<file path="config.mk">
export PLATFORM = sky130hd
export DESIGN_NAME = stopwatch_core_flat
export DESIGN_NICKNAME = d
export VERILOG_FILES = /design/src/rtl/stopwatch_pkg.sv /design/src/rtl/stopwatch_core_if.sv /design/src/rtl/stopwatch_core_tick_gen.sv /design/src/rtl/stopwatch_core.sv /design/src/flat_wrapper.sv
export SDC_FILE = /design/constraint.sdc
export NUM_CORES = 1
export LEC_CHECK = 0
export BUFFER_PORTS_ARGS = -buffer_cell sky130_fd_sc_hd__buf_2
export CORE_UTILIZATION = 40
export CTS_BUF_LIST = sky130_fd_sc_hd__clkbuf_2 sky130_fd_sc_hd__clkbuf_4 sky130_fd_sc_hd__clkbuf_8
export DETAILED_ROUTE_END_ITERATION = 10
export GPL_ROUTABILITY_DRIVEN = 0
export GPL_TIMING_DRIVEN = 0
export HOLD_SLACK_MARGIN = 0.08
export PLACE_DENSITY = 0.6
export SLEW_MARGIN = 5
export SYNTH_ARGS = -nofsm -noshare
export SYNTH_HDL_FRONTEND = slang
export SYNTH_SLANG_ARGS = --single-unit
</file>
<file path="constraint.sdc">
create_clock -name clk -period 2.71 [get_ports clk]
set_input_delay 0.271 -clock clk [delete_from_list [all_inputs] [get_ports clk]]
set_output_delay 0.271 -clock clk [all_outputs]
set_load 0.02 [all_outputs]
</file>
<file path="src/rtl/stopwatch_pkg.sv">
// Shared types and constants for the stopwatch timekeeping slice.
package stopwatch_pkg;

  typedef enum logic [1:0] {
    IDLE    = 2'd0,
    RUNNING = 2'd1,
    PAUSED  = 2'd2
  } state_t;

  localparam int unsigned MS_W  = 10;
  localparam int unsigned SEC_W = 6;

  localparam logic [MS_W-1:0]  MS_MAX  = 10'd999;
  localparam logic [SEC_W-1:0] SEC_MAX = 6'd59;

  // Rising edge of an already-debounced button level against its previous sample.
  function automatic logic rise(input logic now, input logic prev);
    return now & ~prev;
  endfunction

endpackage

</file>
<file path="src/rtl/stopwatch_core_if.sv">
// Button inputs and display-side outputs of the stopwatch core.
interface stopwatch_core_if;
  import stopwatch_pkg::*;

  logic             start_stop;
  logic             clear;
  logic             lap;
  logic [SEC_W-1:0] seconds;
  logic [MS_W-1:0]  milliseconds;
  logic             refresh_tick;
  logic             running;
  logic             lap_active;
  logic             rollover;

  // Button/driver side.
  modport master (
    output start_stop, clear, lap,
    input  seconds, milliseconds, refresh_tick, running, lap_active, rollover
  );

  // Stopwatch core side.
  modport slave (
    input  start_stop, clear, lap,
    output seconds, milliseconds, refresh_tick, running, lap_active, rollover
  );

endinterface

</file>
<file path="src/rtl/stopwatch_core_tick_gen.sv">
// Enable-gated modulo-DIV prescaler producing a one-cycle tick on its last count.
module tick_gen
  import stopwatch_pkg::*;
#(
  parameter int unsigned DIV = 10
) (
  input  logic clk,
  input  logic reset,
  input  logic en,
  input  logic clr,
  output logic tick
);

  localparam int unsigned W = (DIV > 1) ? $clog2(DIV) : 1;
  localparam logic [W-1:0] LAST = W'(DIV - 1);

  if (DIV < 2) begin : g_div_check
    $error("tick_gen: DIV must be at least 2");
  end

  logic [W-1:0] cnt;

  // Phase counter: clear wins over enable; holds its phase while disabled.
  always_ff @(posedge clk) begin
    if (!reset) begin
      cnt <= '0;
    end else if (clr) begin
      cnt <= '0;
    end else if (en) begin
      cnt <= (cnt == LAST) ? '0 : cnt + 1'b1;
    end
  end

  // Gated so a phase parked on LAST while disabled does not leak a tick.
  assign tick = en & (cnt == LAST);

endmodule

</file>
<file path="src/rtl/stopwatch_core.sv">
// Stopwatch timekeeping core: button edge detection, IDLE/RUNNING/PAUSED FSM,
// ms/sec counters, lap freeze and the free-running display refresh enable.
module stopwatch_core #(
  parameter int unsigned CLK_HZ     = 100_000_000,
  parameter int unsigned TICK_HZ    = 1_000,
  parameter int unsigned REFRESH_HZ = 1_000
) (
  input logic             clk,
  input logic             reset,
  stopwatch_core_if.slave bus
);
  import stopwatch_pkg::*;

  localparam int unsigned DIV   = CLK_HZ / TICK_HZ;
  localparam int unsigned DIV_R = CLK_HZ / REFRESH_HZ;

  if ((CLK_HZ % TICK_HZ) != 0 || (CLK_HZ % REFRESH_HZ) != 0) begin : g_rate_check
    $error("stopwatch_core: CLK_HZ must be an exact multiple of TICK_HZ and REFRESH_HZ");
  end

  state_t           state, state_nx;
  logic             ss_q, clr_q, lap_q;
  logic             ss_edge, clr_edge, lap_edge;
  logic             is_running, cnt_clr, cnt_tick, refresh_pulse;

  logic [MS_W-1:0]  ms_cnt, ms_nx, lap_ms, lap_ms_nx;
  logic [SEC_W-1:0] sec_cnt, sec_nx, lap_sec, lap_sec_nx;
  logic             lap_on, lap_on_nx;
  logic             roll_q, roll_nx;

  // Previous button samples for edge detection.
  always_ff @(posedge clk) begin
    if (!reset) begin
      ss_q  <= 1'b0;
      clr_q <= 1'b0;
      lap_q <= 1'b0;
    end else begin
      ss_q  <= bus.start_stop;
      clr_q <= bus.clear;
      lap_q <= bus.lap;
    end
  end

  assign ss_edge  = rise(bus.start_stop, ss_q);
  assign clr_edge = rise(bus.clear, clr_q);
  assign lap_edge = rise(bus.lap, lap_q);

  assign is_running = (state == RUNNING);
  // A fresh start from IDLE restarts the ms phase; resuming from PAUSED keeps it.
  assign cnt_clr    = clr_edge | ((state == IDLE) & ss_edge);

  tick_gen #(.DIV(DIV)) u_count_tick (
    .clk   (clk),
    .reset (reset),
    .en    (is_running),
    .clr   (cnt_clr),
    .tick  (cnt_tick)
  );

  tick_gen #(.DIV(DIV_R)) u_refresh_tick (
    .clk   (clk),
    .reset (reset),
    .en    (1'b1),
    .clr   (1'b0),
    .tick  (refresh_pulse)
  );

  // FSM state register.
  always_ff @(posedge clk) begin
    if (!reset) begin
      state <= IDLE;
    end else begin
      state <= state_nx;
    end
  end

  // FSM next state: clear outranks start_stop in every state.
  always_comb begin
    state_nx = state;
    if (clr_edge) begin
      state_nx = IDLE;
    end else if (ss_edge) begin
      unique case (state)
        IDLE:    state_nx = RUNNING;
        RUNNING: state_nx = PAUSED;
        PAUSED:  state_nx = RUNNING;
        default: state_nx = IDLE;
      endcase
    end
  end

  // Count and lap next values; a tick on the pausing edge still counts
  // because the decision uses the current RUNNING state.
  always_comb begin
    ms_nx      = ms_cnt;
    sec_nx     = sec_cnt;
    lap_ms_nx  = lap_ms;
    lap_sec_nx = lap_sec;
    lap_on_nx  = lap_on;
    roll_nx    = 1'b0;
    if (clr_edge) begin
      ms_nx     = '0;
      sec_nx    = '0;
      lap_on_nx = 1'b0;
    end else if (is_running) begin
      if (cnt_tick) begin
        if (ms_cnt == MS_MAX) begin
          ms_nx = '0;
          if (sec_cnt == SEC_MAX) begin
            sec_nx  = '0;
            roll_nx = 1'b1;
          end else begin
            sec_nx = sec_cnt + 1'b1;
          end
        end else begin
          ms_nx = ms_cnt + 1'b1;
        end
      end
      if (lap_edge) begin
        if (!lap_on) begin
          lap_ms_nx  = ms_cnt;
          lap_sec_nx = sec_cnt;
          lap_on_nx  = 1'b1;
        end else begin
          lap_on_nx = 1'b0;
        end
      end
    end
  end

  // Live counters, lap snapshot and rollover pulse registers.
  always_ff @(posedge clk) begin
    if (!reset) begin
      ms_cnt  <= '0;
      sec_cnt <= '0;
      lap_ms  <= '0;
      lap_sec <= '0;
      lap_on  <= 1'b0;
      roll_q  <= 1'b0;
    end else begin
      ms_cnt  <= ms_nx;
      sec_cnt <= sec_nx;
      lap_ms  <= lap_ms_nx;
      lap_sec <= lap_sec_nx;
      lap_on  <= lap_on_nx;
      roll_q  <= roll_nx;
    end
  end

  // Display mux selects between two register sets only.
  assign bus.seconds      = lap_on ? lap_sec : sec_cnt;
  assign bus.milliseconds = lap_on ? lap_ms  : ms_cnt;
  assign bus.running      = is_running;
  assign bus.lap_active   = lap_on;
  assign bus.rollover     = roll_q;
  assign bus.refresh_tick = refresh_pulse;

endmodule

</file>
<file path="src/flat_wrapper.sv">
// flat-port wrapper written by rule: the top's interface ports become plain ports
module stopwatch_core_flat import stopwatch_pkg::*;
#(
  parameter int unsigned CLK_HZ     = 100_000_000,
  parameter int unsigned TICK_HZ    = 1_000,
  parameter int unsigned REFRESH_HZ = 1_000
)
  (clk, reset, bus_start_stop, bus_clear, bus_lap, bus_seconds, bus_milliseconds, bus_refresh_tick, bus_running, bus_lap_active, bus_rollover);
  stopwatch_core_if bus_i ();
  input logic clk;
  input logic reset;
  input wire logic [$bits(bus_i.start_stop)-1:0] bus_start_stop;
  input wire logic [$bits(bus_i.clear)-1:0] bus_clear;
  input wire logic [$bits(bus_i.lap)-1:0] bus_lap;
  output wire logic [$bits(bus_i.seconds)-1:0] bus_seconds;
  output wire logic [$bits(bus_i.milliseconds)-1:0] bus_milliseconds;
  output wire logic [$bits(bus_i.refresh_tick)-1:0] bus_refresh_tick;
  output wire logic [$bits(bus_i.running)-1:0] bus_running;
  output wire logic [$bits(bus_i.lap_active)-1:0] bus_lap_active;
  output wire logic [$bits(bus_i.rollover)-1:0] bus_rollover;
  assign bus_i.start_stop = bus_start_stop;
  assign bus_i.clear = bus_clear;
  assign bus_i.lap = bus_lap;
  assign bus_seconds = bus_i.seconds;
  assign bus_milliseconds = bus_i.milliseconds;
  assign bus_refresh_tick = bus_i.refresh_tick;
  assign bus_running = bus_i.running;
  assign bus_lap_active = bus_i.lap_active;
  assign bus_rollover = bus_i.rollover;
  stopwatch_core #(.CLK_HZ(CLK_HZ), .TICK_HZ(TICK_HZ), .REFRESH_HZ(REFRESH_HZ)) u_core (.clk(clk), .reset(reset), .bus(bus_i));
endmodule
</file>
# Word-level counts from Yosys, hierarchy flattened
# Index checks and enable logic that the tools add are counted.
# W data, S select, Z words.
[op_classes] addsub=4 eq_ne=6 n_mux=8 n_bitwise=14 n_reduce_logical=10
[ops] operator="$add A17 B1 Y17 const B" count=2
[ops] operator="$eq A17 B17 Y1 const B" count=2
[ops] operator="$mux W10" count=2
[ops] operator="$mux W17" count=1
[ops] operator="$mux W6" count=2
[ops] operator="$add A10 B1 Y10 const B" count=1
[ops] operator="$eq A10 B10 Y1 const B" count=1
[ops] operator="$not A1 Y1" count=8
[ops] operator="$reduce_or A2 Y1" count=4
[ops] operator="$add A6 B1 Y6 const B" count=1
[ops] operator="$eq A6 B6 Y1 const B" count=1
[ops] operator="$reduce_and A3 Y1" count=2
[ops] operator="$and A1 B1 Y1" count=5
[ops] operator="$reduce_or A5 Y1" count=1
[ops] operator="$pmux W2 S2" count=1
[ops] operator="$reduce_and A2 Y1" count=2
[ops] operator="$eq A2 B1 Y1 const B" count=1
[ops] operator="$eq A2 B2 Y1 const B" count=1
[ops] operator="$logic_not A2 Y1" count=1
[ops] operator="$mux W1" count=2
[ops] operator="$or A1 B1 Y1" count=1
[totals] reg_bits=73 in_bits=5 out_inout_bits=20 word_cells=54

# Longest topological paths before layout
[logic_depth] depth_word=5 mapped_depth=8 depth_no_buf=6

# By module
# Synthesis repeated with hierarchy kept, for this count alone.
[hier_totals] hier_cells=386 area_unflattened_um2=3542.1
[by_module_without_submodules] mod="stopwatch_core" instances=1 cells_each=184 area_each_um2=1805.5 seq_area_each_um2=780.7
[by_module_without_submodules] mod="tick_gen" instances=2 cells_each=101 area_each_um2=868.3 seq_area_each_um2=340.3

# Worst setup path before layout
# No wires, ideal clock.
[synth_timing] path_type="register to register" startpoint="reg u_core.state[0]" endpoint="reg u_core.lap_ms[6]" setup_time_ps=116 t_arrival_ps=1924 t_required_ps=2594 setup_slack_ps=670 stages_incl_launch_ff=9 n_path_buf=3 synth_period_minus_slack_ps=2040 cell_sequence="dfxtp_1 > nor2b_1 > clkbuf_1 > and3b_1 > and2_1 > buf_2 > buf_2 > mux2i_1 > nor2b_1"
[synth_via] elab_chain_len=2
[synth_lines] element="start: declaration" line="stopwatch_core.sv:21" rtl="state_t state, state_nx;"
[synth_lines] element="start signal: assignment" line="stopwatch_core.sv:73" rtl="state <= state_nx;"
[synth_lines] element="$eq A2 B1 Y1" line="stopwatch_core.sv:48" rtl="assign is_running = (state == RUNNING);"
[synth_lines] element="via bus_running" line="flat_wrapper.sv:18" rtl="output wire logic [$bits(bus_i.running)-1:0] bus_running;"
[synth_lines] element="$reduce_and A3 Y1 (no line)"
[synth_lines] element="end signal: assignment" line="stopwatch_core.sv:143" rtl="lap_ms <= lap_ms_nx;"
[synth_lines] element="end: declaration" line="stopwatch_core.sv:26" rtl="logic [MS_W-1:0] ms_cnt, ms_nx, lap_ms, lap_ms_nx;"
# The timed path passes the listed nets, and every way through them passes these cells.
# A chain may end at the register's enable or synchronous reset.

# Worst setup path after layout
[layout_timing] startpoint="reg u_core.lap_on (netlist: u_core.bus.lap_active)" endpoint="out bus_milliseconds[8]"
[layout_via] elab_chain_len=1
[layout_lines] element="start: declaration" line="stopwatch_core.sv:28" rtl="logic lap_on, lap_on_nx;"
[layout_lines] element="start signal: assignment" line="stopwatch_core.sv:145" rtl="lap_on <= lap_on_nx;"
[layout_lines] element="$mux W10" line="stopwatch_core.sv:152" rtl="assign bus.milliseconds = lap_on ? lap_ms : ms_cnt;"
[layout_lines] element="end: declaration" line="flat_wrapper.sv:16" rtl="output wire logic [$bits(bus_i.milliseconds)-1:0] bus_milliseconds;"
# Every way passes these cells.

==> flow_summary.ini <==
[die]
fp.dieH_um = 94.3
rows = 33
die_x_um = 94.3
core_um2 = 8220
pin_count = 25
start_util_pct = 41.5
dieArea_um2 = 8890

[grt]
first_global_vias = 2513
grt_pass1_wl_um = 11500
antenna_found_initial = 0
overflow = 0
grt_max_degree = 13
grt_usage_pct = 16.6

[route]
drtPass1Iterations = 4
avgViaCountPerCell = 5.02
wl_um = 6480
drt_iter0_drc = 70
wire_per_inst_um = 12.5
vias = 2612
drc_errors = 0
antenna_left = 0

[cts]
numClockSinks = 73
h-tree-depth = 3
cts_setup_buffers = 0
hold_buffers = 0
insertion_delay_ns = 0.35
cts.clk_slew.worst_paths_ns = 0.07
cts_buffers = 9
clk_path_buf_depth = 2
postCtsResizedCells = 0
clock-root-buffer = clkbuf_8
cts_tree = built

[yosys]
ys_seq_elements = 73
synth-seq-area-share_pct = 42.9
postSynth.asyncResetShare_pct = 0
synth.most_common_cell = dfxtp_1
ys_warn_count = 0
syn_nets = 384
syn_inst = 375
netlist_area_um2 = 3410
synth_cell_types = 36
synth_top_area_cell = dfxtp_1
synth_edf_count = 0
ys.flop_type = dfxtp_1
synth_common_cells = 73 x dfxtp_1, 56 x nor2_1, 22 x nand2_1, 21 x nor2b_1
avgSynthCellArea_um2 = 9.09
synth.area.top_cells = dfxtp_1 43%, nor2_1 6.2%, mux2i_1 5.3%
synth_top_area_share_pct = 42.9

[timing]
fin_crit_sh_pct = 89.5
final_hold_viol_count = 0
finalMaxSlewViolations = 0
rsz0062_at_grt = no
slew_headroom_pct = 61.9
worst_slack_ns = 0.284
clock_skew_ns = 0.0111
timing.hold.ws_ns = 0.150
min_period_ns = 2.43
clock.fmax_mhz = 412
setup_tns_ns = 0
tightest_slew_ns = 0.566
setup_violations = 0

[finish]
nNetsFinal = 419
final_area_um2 = 3920
n_fill_cell = 811
syn_to_final_growth_pct = 14.9
multiInputGateArea_um2 = 1870
final_layout_size_suffix_gt1_share_pct = 16.6
seq_area_um2 = 1460
antenna_cells = 0

[pwr]
powerDensity_nw_per_um2 = 569
swShare_pct = 20.2
p_seq_share_pct = 48.7
ir_drop_mv = 0.263
p_int_uw = 1780
combPwrFrac_pct = 2.9
clockPowerShare_pct = 48.4
p_leak_uw = 0.00140
p_sw_uw = 449

[critical_path]
crit_path_start_kind = flop
crit_fanout = 10
critPathRequiredTime_ns = 2.44
cp_slowest_cell = buf_1
worstSetupPathType = reg -> out
reg2reg_slack_ns = 0.31
cp_num_buf_inv = 3
critPathTopFamily = buffers and inverters
worstPathArrival_ns = 2.15
cp_slowest_stage_delay_ns = 0.50
crit_path_cell_trace = clkbuf_1 -> buf_1 -> mux2_2 -> buf_2
end_kind = output pin

[placed_design]
hpwl_um = 4630
place_ws_ns = 0.295
placed_area_um2 = 3660
io_buffers = 24

[job]
drv_cap = 0

[run_status]
status = finished clean

[worst_hold_path]
min_path_type = in -> reg
[final timing paths]
kind	startpoint	endpoint	cells after the start
hold / removal	bus_lap	u_core.lap_q$_SDFF_PN0_	2
hold reg to reg	u_core.u_refresh_tick.cnt[0]$_SDFF_PP0_	u_core.u_refresh_tick.cnt[0]$_SDFF_PP0_	1
setup / recovery	u_core.bus.lap_active$_SDFFE_PP0P_	bus_milliseconds[8]	4
setup reg to reg	u_core.u_count_tick.cnt[0]$_SDFFE_PP0P_	u_core.u_count_tick.cnt[15]$_SDFFE_PP0P_	8
[final cells by class]
type                    instances  area share [%]
flip-flops and latches         73            37.3
well taps                     105            3.35
repair buffers                 24            3.07
clock buffers                  12            4.06
multi-input cells             283            47.7
inverters                       4           0.383
clock inverters                 4            2.52
plain buffers                  15            1.60
[power by group through the flow]
| stage | Sequential, uW | Combinational [uW] | Clock (uW) |
|---|---|---|---|
| after floorplan | 1110 | 46.4 | 0 |
| after global placement | 1110 | 64.9 | 0 |
| after detailed placement | 1110 | 65.9 | 0 |
| after CTS | 1090 | 66.3 | 1110 |
| after global routing | 1090 | 74.4 | 1150 |
| final | 1090 | 64.9 | 1080 |
[layout by cell type, fill, tap and decap left out, types with 2 or more instances in the layout]
| cell | count |
|---|---|
| and3_1 | 8 |
| dfxtp_1 | 73 |
| mux2i_1 | 18 |
| bufinv_16 | 3 |
| clkbuf_8 | 11 |
| nor4_1 | 3 |
| a21oi_1 | 13 |
| clkbuf_1 | 9 |
| nand2b_1 | 5 |
| xor2_1 | 19 |
| buf_2 | 29 |
| nand3_1 | 19 |
| inv_1 | 4 |
| ha_1 | 4 |
| nand2_1 | 22 |
| nor2b_1 | 21 |
| nor4_4 | 3 |
| or3_1 | 6 |
| or4b_1 | 2 |
| nand4_1 | 10 |
| and4_1 | 2 |
| and2_1 | 7 |
| or4_1 | 5 |
| xnor2_1 | 16 |
| nor2_1 | 56 |
| nor3_1 | 7 |
| mux2_2 | 16 |
| o21ai_0 | 12 |
[registers in the layout, summed over array words and instances, names as in the netlist]
signal and cells:
u_core.lap_q 1, u_core.u_count_tick.cnt 17, u_core.bus.lap_active 1, u_core.lap_sec 6
u_core.u_refresh_tick.cnt 17, u_core.state 2, u_core.clr_q 1, u_core.ss_q 1
u_core.sec_cnt 6, u_core.bus.rollover 1, u_core.ms_cnt 10, u_core.lap_ms 10
[per-layer routing]
layer / wire length, um / track usage, % / vias up
met3: 205 / 4.13 / 9
met1: 3260 / 21.6 / 1212
met5: 0 / 0 / -
li1: - / - / 1360
met2: 2900 / 25.4 / 31
met4: 109 / 8.08 / 0
[metrics by stage]
stage	util [%]	total power, uW	cells
finish	47.7	2230	520
global route	47.7	2310	520
CTS	47.7	2260	520
detailed placement	44.5	1180	504
global placement	44.5	1180	504
floorplan	-	1160	375
[kinds of logic after synthesis]
family	after synthesis	share of synthesized area, %
AO/OA/AOI/OAI	27	4.08
XOR/XNOR	35	9.00
adder cells (fa/ha/maj)	4	1.47
buffers and inverters	19	2.28
flip-flops	73	42.9
multiplexers	34	10.6
AND/OR/NAND/NOR	183	29.7
(Power assumes the default switching activity.)
